<file path="config.mk">
export PLATFORM = sky130hd
export DESIGN_NAME = execute_stage
export DESIGN_NICKNAME = d
export VERILOG_FILES = /design/src/rtl/execute_stage.sv
export SDC_FILE = /design/constraint.sdc
export NUM_CORES = 1
export LEC_CHECK = 0
export ABC_AREA = 1
export BUFFER_PORTS_ARGS = -buffer_cell sky130_fd_sc_hd__buf_2
export CAP_MARGIN = 10
export CORE_MARGIN = 5
export CORE_UTILIZATION = 50
export CTS_CLUSTER_SIZE = 14
export DETAILED_ROUTE_END_ITERATION = 7
export PLACE_DENSITY = 0.78
export SKIP_CTS_REPAIR_TIMING = 1
export SYNTH_ARGS = -nofsm -noshare
export SYNTH_HDL_FRONTEND = slang
export SYNTH_SLANG_ARGS = --single-unit
</file>
<file path="constraint.sdc">
create_clock -name clk -period 3.27 [get_ports clk]
set_input_delay 0 -clock clk [delete_from_list [all_inputs] [get_ports clk]]
set_output_delay 0 -clock clk [all_outputs]
set_load 0.1 [all_outputs]
</file>
<file path="src/rtl/execute_stage.sv">
// Y86-64 execute stage: operand selection, ALU, condition codes,
// branch/cmov condition evaluation and the M pipeline register.
module execute_stage #(
  parameter int          DATA_W   = 64,
  parameter logic [3:0]  REG_NONE = 4'hF
) (
  input  logic              clk,
  input  logic              reset,
  input  logic [3:0]        E_icode,
  input  logic [3:0]        E_ifun,
  input  logic [DATA_W-1:0] E_valA,
  input  logic [DATA_W-1:0] E_valB,
  input  logic [DATA_W-1:0] E_valC,
  input  logic [3:0]        E_dstE,
  input  logic [3:0]        E_dstM,
  input  logic [1:0]        E_stat,
  input  logic [1:0]        m_stat,
  input  logic [1:0]        W_stat,
  input  logic              M_bubble,
  output logic [DATA_W-1:0] e_valE,
  output logic [3:0]        e_dstE,
  output logic              e_Cnd,
  output logic [3:0]        M_icode,
  output logic              M_Cnd,
  output logic [DATA_W-1:0] M_valE,
  output logic [DATA_W-1:0] M_valA,
  output logic [3:0]        M_dstE,
  output logic [3:0]        M_dstM,
  output logic [1:0]        M_stat,
  output logic [2:0]        cc
);

  localparam logic [3:0] I_NOP    = 4'h1;
  localparam logic [3:0] I_RRMOVQ = 4'h2;
  localparam logic [3:0] I_IRMOVQ = 4'h3;
  localparam logic [3:0] I_RMMOVQ = 4'h4;
  localparam logic [3:0] I_MRMOVQ = 4'h5;
  localparam logic [3:0] I_OPQ    = 4'h6;
  localparam logic [3:0] I_CALL   = 4'h8;
  localparam logic [3:0] I_RET    = 4'h9;
  localparam logic [3:0] I_PUSHQ  = 4'hA;
  localparam logic [3:0] I_POPQ   = 4'hB;

  localparam logic [3:0] ALU_ADD = 4'h0;
  localparam logic [3:0] ALU_SUB = 4'h1;
  localparam logic [3:0] ALU_AND = 4'h2;
  localparam logic [3:0] ALU_XOR = 4'h3;

  localparam logic [DATA_W-1:0] EIGHT     = DATA_W'(8);
  localparam logic [DATA_W-1:0] NEG_EIGHT = '0 - EIGHT;

  logic [DATA_W-1:0] alu_a;
  logic [DATA_W-1:0] alu_b;
  logic [3:0]        alu_fn;
  logic              new_zf;
  logic              new_sf;
  logic              new_of;
  logic              set_cc;
  logic              zf;
  logic              sf;
  logic              of;

  // Operand selection by instruction class
  always_comb begin
    alu_a = '0;
    alu_b = '0;
    case (E_icode)
      I_RRMOVQ, I_OPQ:             alu_a = E_valA;
      I_IRMOVQ, I_RMMOVQ, I_MRMOVQ: alu_a = E_valC;
      I_CALL, I_PUSHQ:             alu_a = NEG_EIGHT;
      I_RET, I_POPQ:               alu_a = EIGHT;
      default:                     alu_a = '0;
    endcase
    case (E_icode)
      I_RMMOVQ, I_MRMOVQ, I_OPQ, I_CALL, I_RET, I_PUSHQ, I_POPQ: alu_b = E_valB;
      default:                                                   alu_b = '0;
    endcase
  end

  // ALU and the flags it would produce; only OPq honours ifun
  always_comb begin
    alu_fn = (E_icode == I_OPQ) ? E_ifun : ALU_ADD;
    e_valE = '0;
    new_of = 1'b0;
    case (alu_fn)
      ALU_ADD: begin
        e_valE = alu_b + alu_a;
        new_of = (alu_a[DATA_W-1] == alu_b[DATA_W-1]) &&
                 (e_valE[DATA_W-1] != alu_a[DATA_W-1]);
      end
      ALU_SUB: begin
        e_valE = alu_b - alu_a;
        new_of = (alu_a[DATA_W-1] != alu_b[DATA_W-1]) &&
                 (e_valE[DATA_W-1] != alu_b[DATA_W-1]);
      end
      ALU_AND: e_valE = alu_b & alu_a;
      ALU_XOR: e_valE = alu_b ^ alu_a;
      default: e_valE = '0;
    endcase
    new_zf = (e_valE == '0);
    new_sf = e_valE[DATA_W-1];
  end

  // An exception already in M or W freezes the flags
  assign set_cc = (E_icode == I_OPQ) && (m_stat == 2'd0) && (W_stat == 2'd0);

  // Condition-code register {ZF,SF,OF}
  always_ff @(posedge clk) begin
    if (reset)       cc <= 3'b100;
    else if (set_cc) cc <= {new_zf, new_sf, new_of};
  end

  assign zf = cc[2];
  assign sf = cc[1];
  assign of = cc[0];

  // Branch / cmov condition from the registered flags
  always_comb begin
    e_Cnd = 1'b0;
    case (E_ifun)
      4'h0:    e_Cnd = 1'b1;
      4'h1:    e_Cnd = (sf ^ of) | zf;
      4'h2:    e_Cnd = sf ^ of;
      4'h3:    e_Cnd = zf;
      4'h4:    e_Cnd = ~zf;
      4'h5:    e_Cnd = ~(sf ^ of);
      4'h6:    e_Cnd = ~(sf ^ of) & ~zf;
      default: e_Cnd = 1'b0;
    endcase
  end

  // A cmov that is not taken writes nothing
  assign e_dstE = ((E_icode == I_RRMOVQ) && !e_Cnd) ? REG_NONE : E_dstE;

  // M pipeline register; reset and bubble both insert a nop
  always_ff @(posedge clk) begin
    if (reset || M_bubble) begin
      M_icode <= I_NOP;
      M_Cnd   <= 1'b0;
      M_valE  <= '0;
      M_valA  <= '0;
      M_dstE  <= REG_NONE;
      M_dstM  <= REG_NONE;
      M_stat  <= 2'd0;
    end else begin
      M_icode <= E_icode;
      M_Cnd   <= e_Cnd;
      M_valE  <= e_valE;
      M_valA  <= E_valA;
      M_dstE  <= e_dstE;
      M_dstM  <= E_dstM;
      M_stat  <= E_stat;
    end
  end

endmodule

</file>
==> parameters.txt, run 1 <==
Parameter                              Value

Placement
  Post-Place Setup Slack ... -798 ps
  Final HPWL from detailed placement ... 79700 um
  Global placer's final weighted congestion ... 1.27
  Number of I/O port buffers ... 431
  Total placed instance area ... 0.0265 mm2

Synthesis
  Average size of a mapped cell ... 5.47 um2
  Sequential cell area fraction in the yosys report ... 17.1%
  Flip-flop and latch count after synthesis ... 146
  Post-Synthesis Cell Area ... 0.0171 mm2
  Number of enable flip-flop cells after synthesis ... 0
  Dominant synthesized flop cell ... dfxtp_1
  Fraction of synthesized cell area taken by the top area cell type ... 17.1%
  Post-synthesis cell count ... 3117
  Most frequent cell after synthesis ... nand2_1
  Library cell with the largest summed area after synthesis ... dfxtp_1
  Top cells by instance count after synthesis ... 741 x nand2_1, 597 x inv_1, 513 x nor2_1, 256 x nand3_1, 181 x a21oi_1
  Number of warnings printed during yosys synthesis ... 0
  Post-synthesis async set-or-reset flop share ... 0%
  Total nets after synthesis ... 3469
  Cells taking the most area after synthesis ... dfxtp_1 17%, nand2_1 16%, inv_1 13%
  Cell variety after synth ... 52

CTS
  Num CTS Buffers ... 17
  CTS H-Tree Depth ... 4
  Master cell of the clock root buffer ... clkbuf_16
  Number of sinks driven by the clock tree ... 146
  Clock Tree Buf Depth ... 2

Timing
  Pin type at the end of the worst path ... output port
  Endpoint pin with the least setup slack after global-route repair ... e_valE[62]

Floorplan
  Chip height ... 195 um
  Die W ... 195 um
  Floorplan row count ... 67
  Starting Density ... 50.8%
  # IOs ... 432

Global route
  Grt ovf ... 714
  Maximum number of pins on one net before global-route repair ... 60
  GRT Total Usage ... 90.8%

Status
  Error text reported by the tool ... [ERROR GRT-0232] Routing congestion too high. Check the congestion heatmap in the GUI.
  Status ... did not finish
  Stopping stage ... global routing
[kinds of logic after synthesis]
group | share of synthesized area [%]
buf+inv | 16.2
fa+ha+maj | 9.99
xor+xnor | 0.257
compound gates | 16.6
flops | 17.1
simple gates | 39.8
[through the flow]
stage          instances  setup TNS, ps
2_1_floorplan       3117          -1070
3_3_place_gp        4629         -18770
3_5_place_dp        4629         -27280
4_1_cts             4661         -17030
[metal layers]
layer	GRT overflow	GRT usage, %
met1	79	87.9
met2	341	100
met3	74	86.7
met4	214	90.3
met5	6	65.8
==> run 2, diff against run 1 <==
--- a/config.mk
+++ b/config.mk
@@ -9,10 +9,9 @@
 export BUFFER_PORTS_ARGS = -buffer_cell sky130_fd_sc_hd__buf_2
 export CAP_MARGIN = 10
 export CORE_MARGIN = 5
-export CORE_UTILIZATION = 50
-export CTS_CLUSTER_SIZE = 14
+export CORE_UTILIZATION = 35
 export DETAILED_ROUTE_END_ITERATION = 7
-export PLACE_DENSITY = 0.78
+export PLACE_DENSITY_LB_ADDON = 0.15
 export SKIP_CTS_REPAIR_TIMING = 1
 export SYNTH_ARGS = -nofsm -noshare
 export SYNTH_HDL_FRONTEND = slang
==> constraint.sdc (replaced) <==
create_clock -name clk -period 4.3 [get_ports clk]
set_input_delay 0 -clock clk [delete_from_list [all_inputs] [get_ports clk]]
set_output_delay 0 -clock clk [all_outputs]
set_load 0.1 [all_outputs]
==> parameters.txt, run 2 <==
Parameter                              Value

Power and ir drop
  Overall power of the completed layout ... 8.42 mW
  Static Leak ... 14.6 nW
  Power per standard cell area ... 334 mW/mm2
  VDD IR-drop max ... 235 uV

CTS
  Master cell of the clock root buffer ... clkbuf_16
  Clock transition at the registers of the reported paths ... 70 ps
  Number of sinks driven by the clock tree ... 146 (unchanged)
  TritonCTS clock tree ... yes
  CTS H-Tree Depth ... 4 (unchanged)
  Clock latency on the worst-skew pair ... 500 ps
  Num CTS Buffers ... 17 (unchanged)
  Clock Tree Buf Depth ... 2 (unchanged)

Timing
  Setup-failing EPs final ... 0
  Final number of hold-violating endpoints ... 0
  Top achievable clock speed ... 0.238 GHz
  Count of final max-slew check failures ... 0
  Worst slew slack as a fraction of its limit ... 45.1%
  Clk_skew ... 17.0 ps
  Period utilisation layout ... 97.9%
  Final min period ... 4210 ps
  Slew @ Worst Pin ... 823 ps
  Tightest hold margin ... 1.56 ps

Floorplan
  Die W ... 231 um (+19%)
  Starting Density ... 35.2% (-16 points)
  Floorplan row count ... 81 (+21%)
  # IOs ... 432 (unchanged)
  Floorplan die area ... 0.0533 mm2
  Chip height ... 231 um (+19%)
  Core Box Area ... 0.0485 mm2

Hold path
  Worst hold path stage count ... 5
  Worst min-delay path class ... in -> reg
  Hold path startpoint ... W_stat[0]
  Worst min-delay path endpoint ... cc[1]$_SDFFE_PP0P_

Synthesis
  Number of warnings printed during yosys synthesis ... 0 (unchanged)
  Area share of and/or/nand/nor cells after synthesis ... 39.8% (unchanged)
  Dominant synthesized flop cell ... dfxtp_1
  Mux cell area share after synthesis ... 0% (unchanged)
  Flip-flop and latch count after synthesis ... 146 (unchanged)
  Average size of a mapped cell ... 5.47 um2 (unchanged)
  Total nets after synthesis ... 3469 (unchanged)
  Largest family of logic cells by synthesized area ... simple AND/OR/NAND/NOR gates
  Area share of xor/xnor cells in the synthesized design ... 0.257% (unchanged)
  Fraction of synthesized cell area taken by the top area cell type ... 17.1% (unchanged)
  Number of enable flip-flop cells after synthesis ... 0 (unchanged)
  Most frequent cell after synthesis ... nand2_1
  Cells taking the most area after synthesis ... dfxtp_1 17%, nand2_1 16%, inv_1 13%
  Top cells by instance count after synthesis ... 741 x nand2_1, 597 x inv_1, 513 x nor2_1, 256 x nand3_1, 181 x a21oi_1
  Sequential cell area fraction in the yosys report ... 17.1% (unchanged)
  Cell variety after synth ... 52 (unchanged)
  Adder-Cell Fraction of Synth Area ... 9.99% (unchanged)
  Post-synthesis cell count ... 3117 (unchanged)
  Post-synthesis async set-or-reset flop share ... 0% (unchanged)
  Library cell with the largest summed area after synthesis ... dfxtp_1
  Fraction of the mapped netlist area in compound gates ... 16.6% (unchanged)
  Post-Synthesis Cell Area ... 0.0171 mm2 (unchanged)

Global route
  Grt ovf ... 0
  Maximum number of pins on one net before global-route repair ... 63
  Vias in the first global route ... 21600
  Number of antenna violations at the first check in global routing ... 7
  GRT Total Usage ... 36.0%
  Wire length of the first global-routing pass ... 143000 um

Placement
  Cell count after placement ... 4502 (-2.7%)
  Global placer's final weighted congestion ... 1.04 (-18%)
  Number of I/O port buffers ... 431 (unchanged)
  Total placed instance area ... 0.0236 mm2 (-11%)
  Final HPWL from detailed placement ... 85800 um (+7.6%)

Worst setup path
  Reg2reg path depth ... 6
  Required time worst endpoint ... 4300 ps
  Endpoint of the lowest-slack register-to-register path ... M_dstE[1]$_SDFF_PP1_
  Worst setup EP type ... output port
  Arrival time reported for the critical path endpoint ... 4210 ps
  Max Fanout on Critical Path ... 14
  Reg2reg start ... cc[2]$_SDFFE_PP1P_
  Flop-to-flop setup slack ... 2420 ps
  Setup CP Type ... in -> out
  Startpoint types ... input port

Detailed routing
  Vias ... 24100
  Average via count per standard cell ... 5.21
  Number of detailed-route iterations in the first pass ... 7
  Remaining DRCs ... 0
  Number of DRC markers after the initial detailed-route iteration ... 3002
  Drt total wl ... 102000 um
  Remaining number of nets flagged by the antenna check after routing ... 0
  Routed length per placed instance ... 22.1 um

Cells and area
  Share of final-layout standard cells stronger than drive strength 1 ... 24.6%
  Commonest cells after routing, fill and taps aside ... 738 x nand2_1, 597 x inv_1, 505 x nor2_1, 439 x buf_4, 387 x buf_2
  Registers with the highest flip-flop counts ... M_valA x64, M_valE x64
  Area added between synthesis and finish ... 47.9%
  Final net count ... 4332
  Final std cell area, no fill ... 0.0252 mm2
  Cell Count, Final, Fillers Out ... 4618
  Most common cell after layout, fill and taps aside ... nand2_1

Status
  Status ... finished clean

Job
  Number of violations of the max-capacitance limit ... 0
==> run 2: cell counts after synthesis <==
No cell type changed its count.
==> run 2: through the flow <==
step	TNS (ps)	utilization, %	setup WS [ps]
2_1_floorplan	0	-	78.0
3_3_place_gp	-538	48.7	-434
3_5_place_dp	-777	48.7	-505
4_1_cts	-115	50.0	-104
5_1_grt	-64.4	52.0	-23.3
6_report	0	52.0	90.1
==> run 2: logic make-up (layout without fill, tap and decap cells) <==
logic type | after synthesis | after routing
XOR/XNOR | 5 | 5
other | 0 | 3
adder cells (fa/ha/maj) | 135 | 135
buffers and inverters | 719 | 1594
flip-flops | 146 | 146
AO/OA/AOI/OAI | 479 | 479
AND/OR/NAND/NOR | 1633 | 1634
==> run 2: cell type report <==
class	count	area [um2]
Fill cell	5198	23300
Multi-Input combinational cell	2253	11600
Timing Repair Buffer	958	7070
Sequential cell	146	2920
Inverter	604	2270
Tap cell	622	778
Clock buffer	18	439
Clock inverter	14	161
Antenna cell	3	7.51
==> run 2: worst max-delay path, cell delays in order <==
cell and delay [ps]:
buf_2 130, nor2_1 190, nand2_2 180, nand2_8 200, a221oi_1 110, buf_4 160
ha_1 560, nand2_1 190, nor2_1 260, nand2_1 110, nor2_1 340, nand4_1 310
nand3_1 290, nand2_1 100, nand3_1 160, nand2_1 110, nand2_1 70, nand2_1 50
nand3_1 80, nand3_1 210, buf_4 220, buf_12 160
==> run 2: how the worst max path moves through the flow <==
stage | startpoint | end | slack, ps | depth (start not counted)
final | E_icode[3] | e_valE[49] | 90 | 22
after global routing | E_icode[1] | e_valE[63] | -20 | 29
after CTS | E_icode[3] | e_valE[63] | -100 | 27
after detailed placement | E_icode[3] | cc[2]$_SDFFE_PP1P_ | -510 | 28
after global placement | E_icode[1] | cc[2]$_SDFFE_PP1P_ | -430 | 29
after floorplan | E_icode[2] | cc[2]$_SDFFE_PP1P_ | 80 | 25
==> run 2: layer usage <==
layer / global-route usage, % / part of all wire, %
met2: 50.3 / 40
met5: 0 / 0.013
met1: 53.6 / 46
met4: 7.86 / 2.0
met3: 11.4 / 13
==> run 2: where the power goes <==
part | total [mW] | switching, mW | internal (mW) | leakage [nW]
combinational | 5.35 | 3.65 | 1.69 | 13.1
sequential | 1.44 | 0.0170 | 1.42 | 1.20
clock | 1.63 | 0.788 | 0.843 | 0.297
total | 8.42 | 4.46 | 3.96 | 14.6
Note: power is estimated with default switching activity, not from simulation.
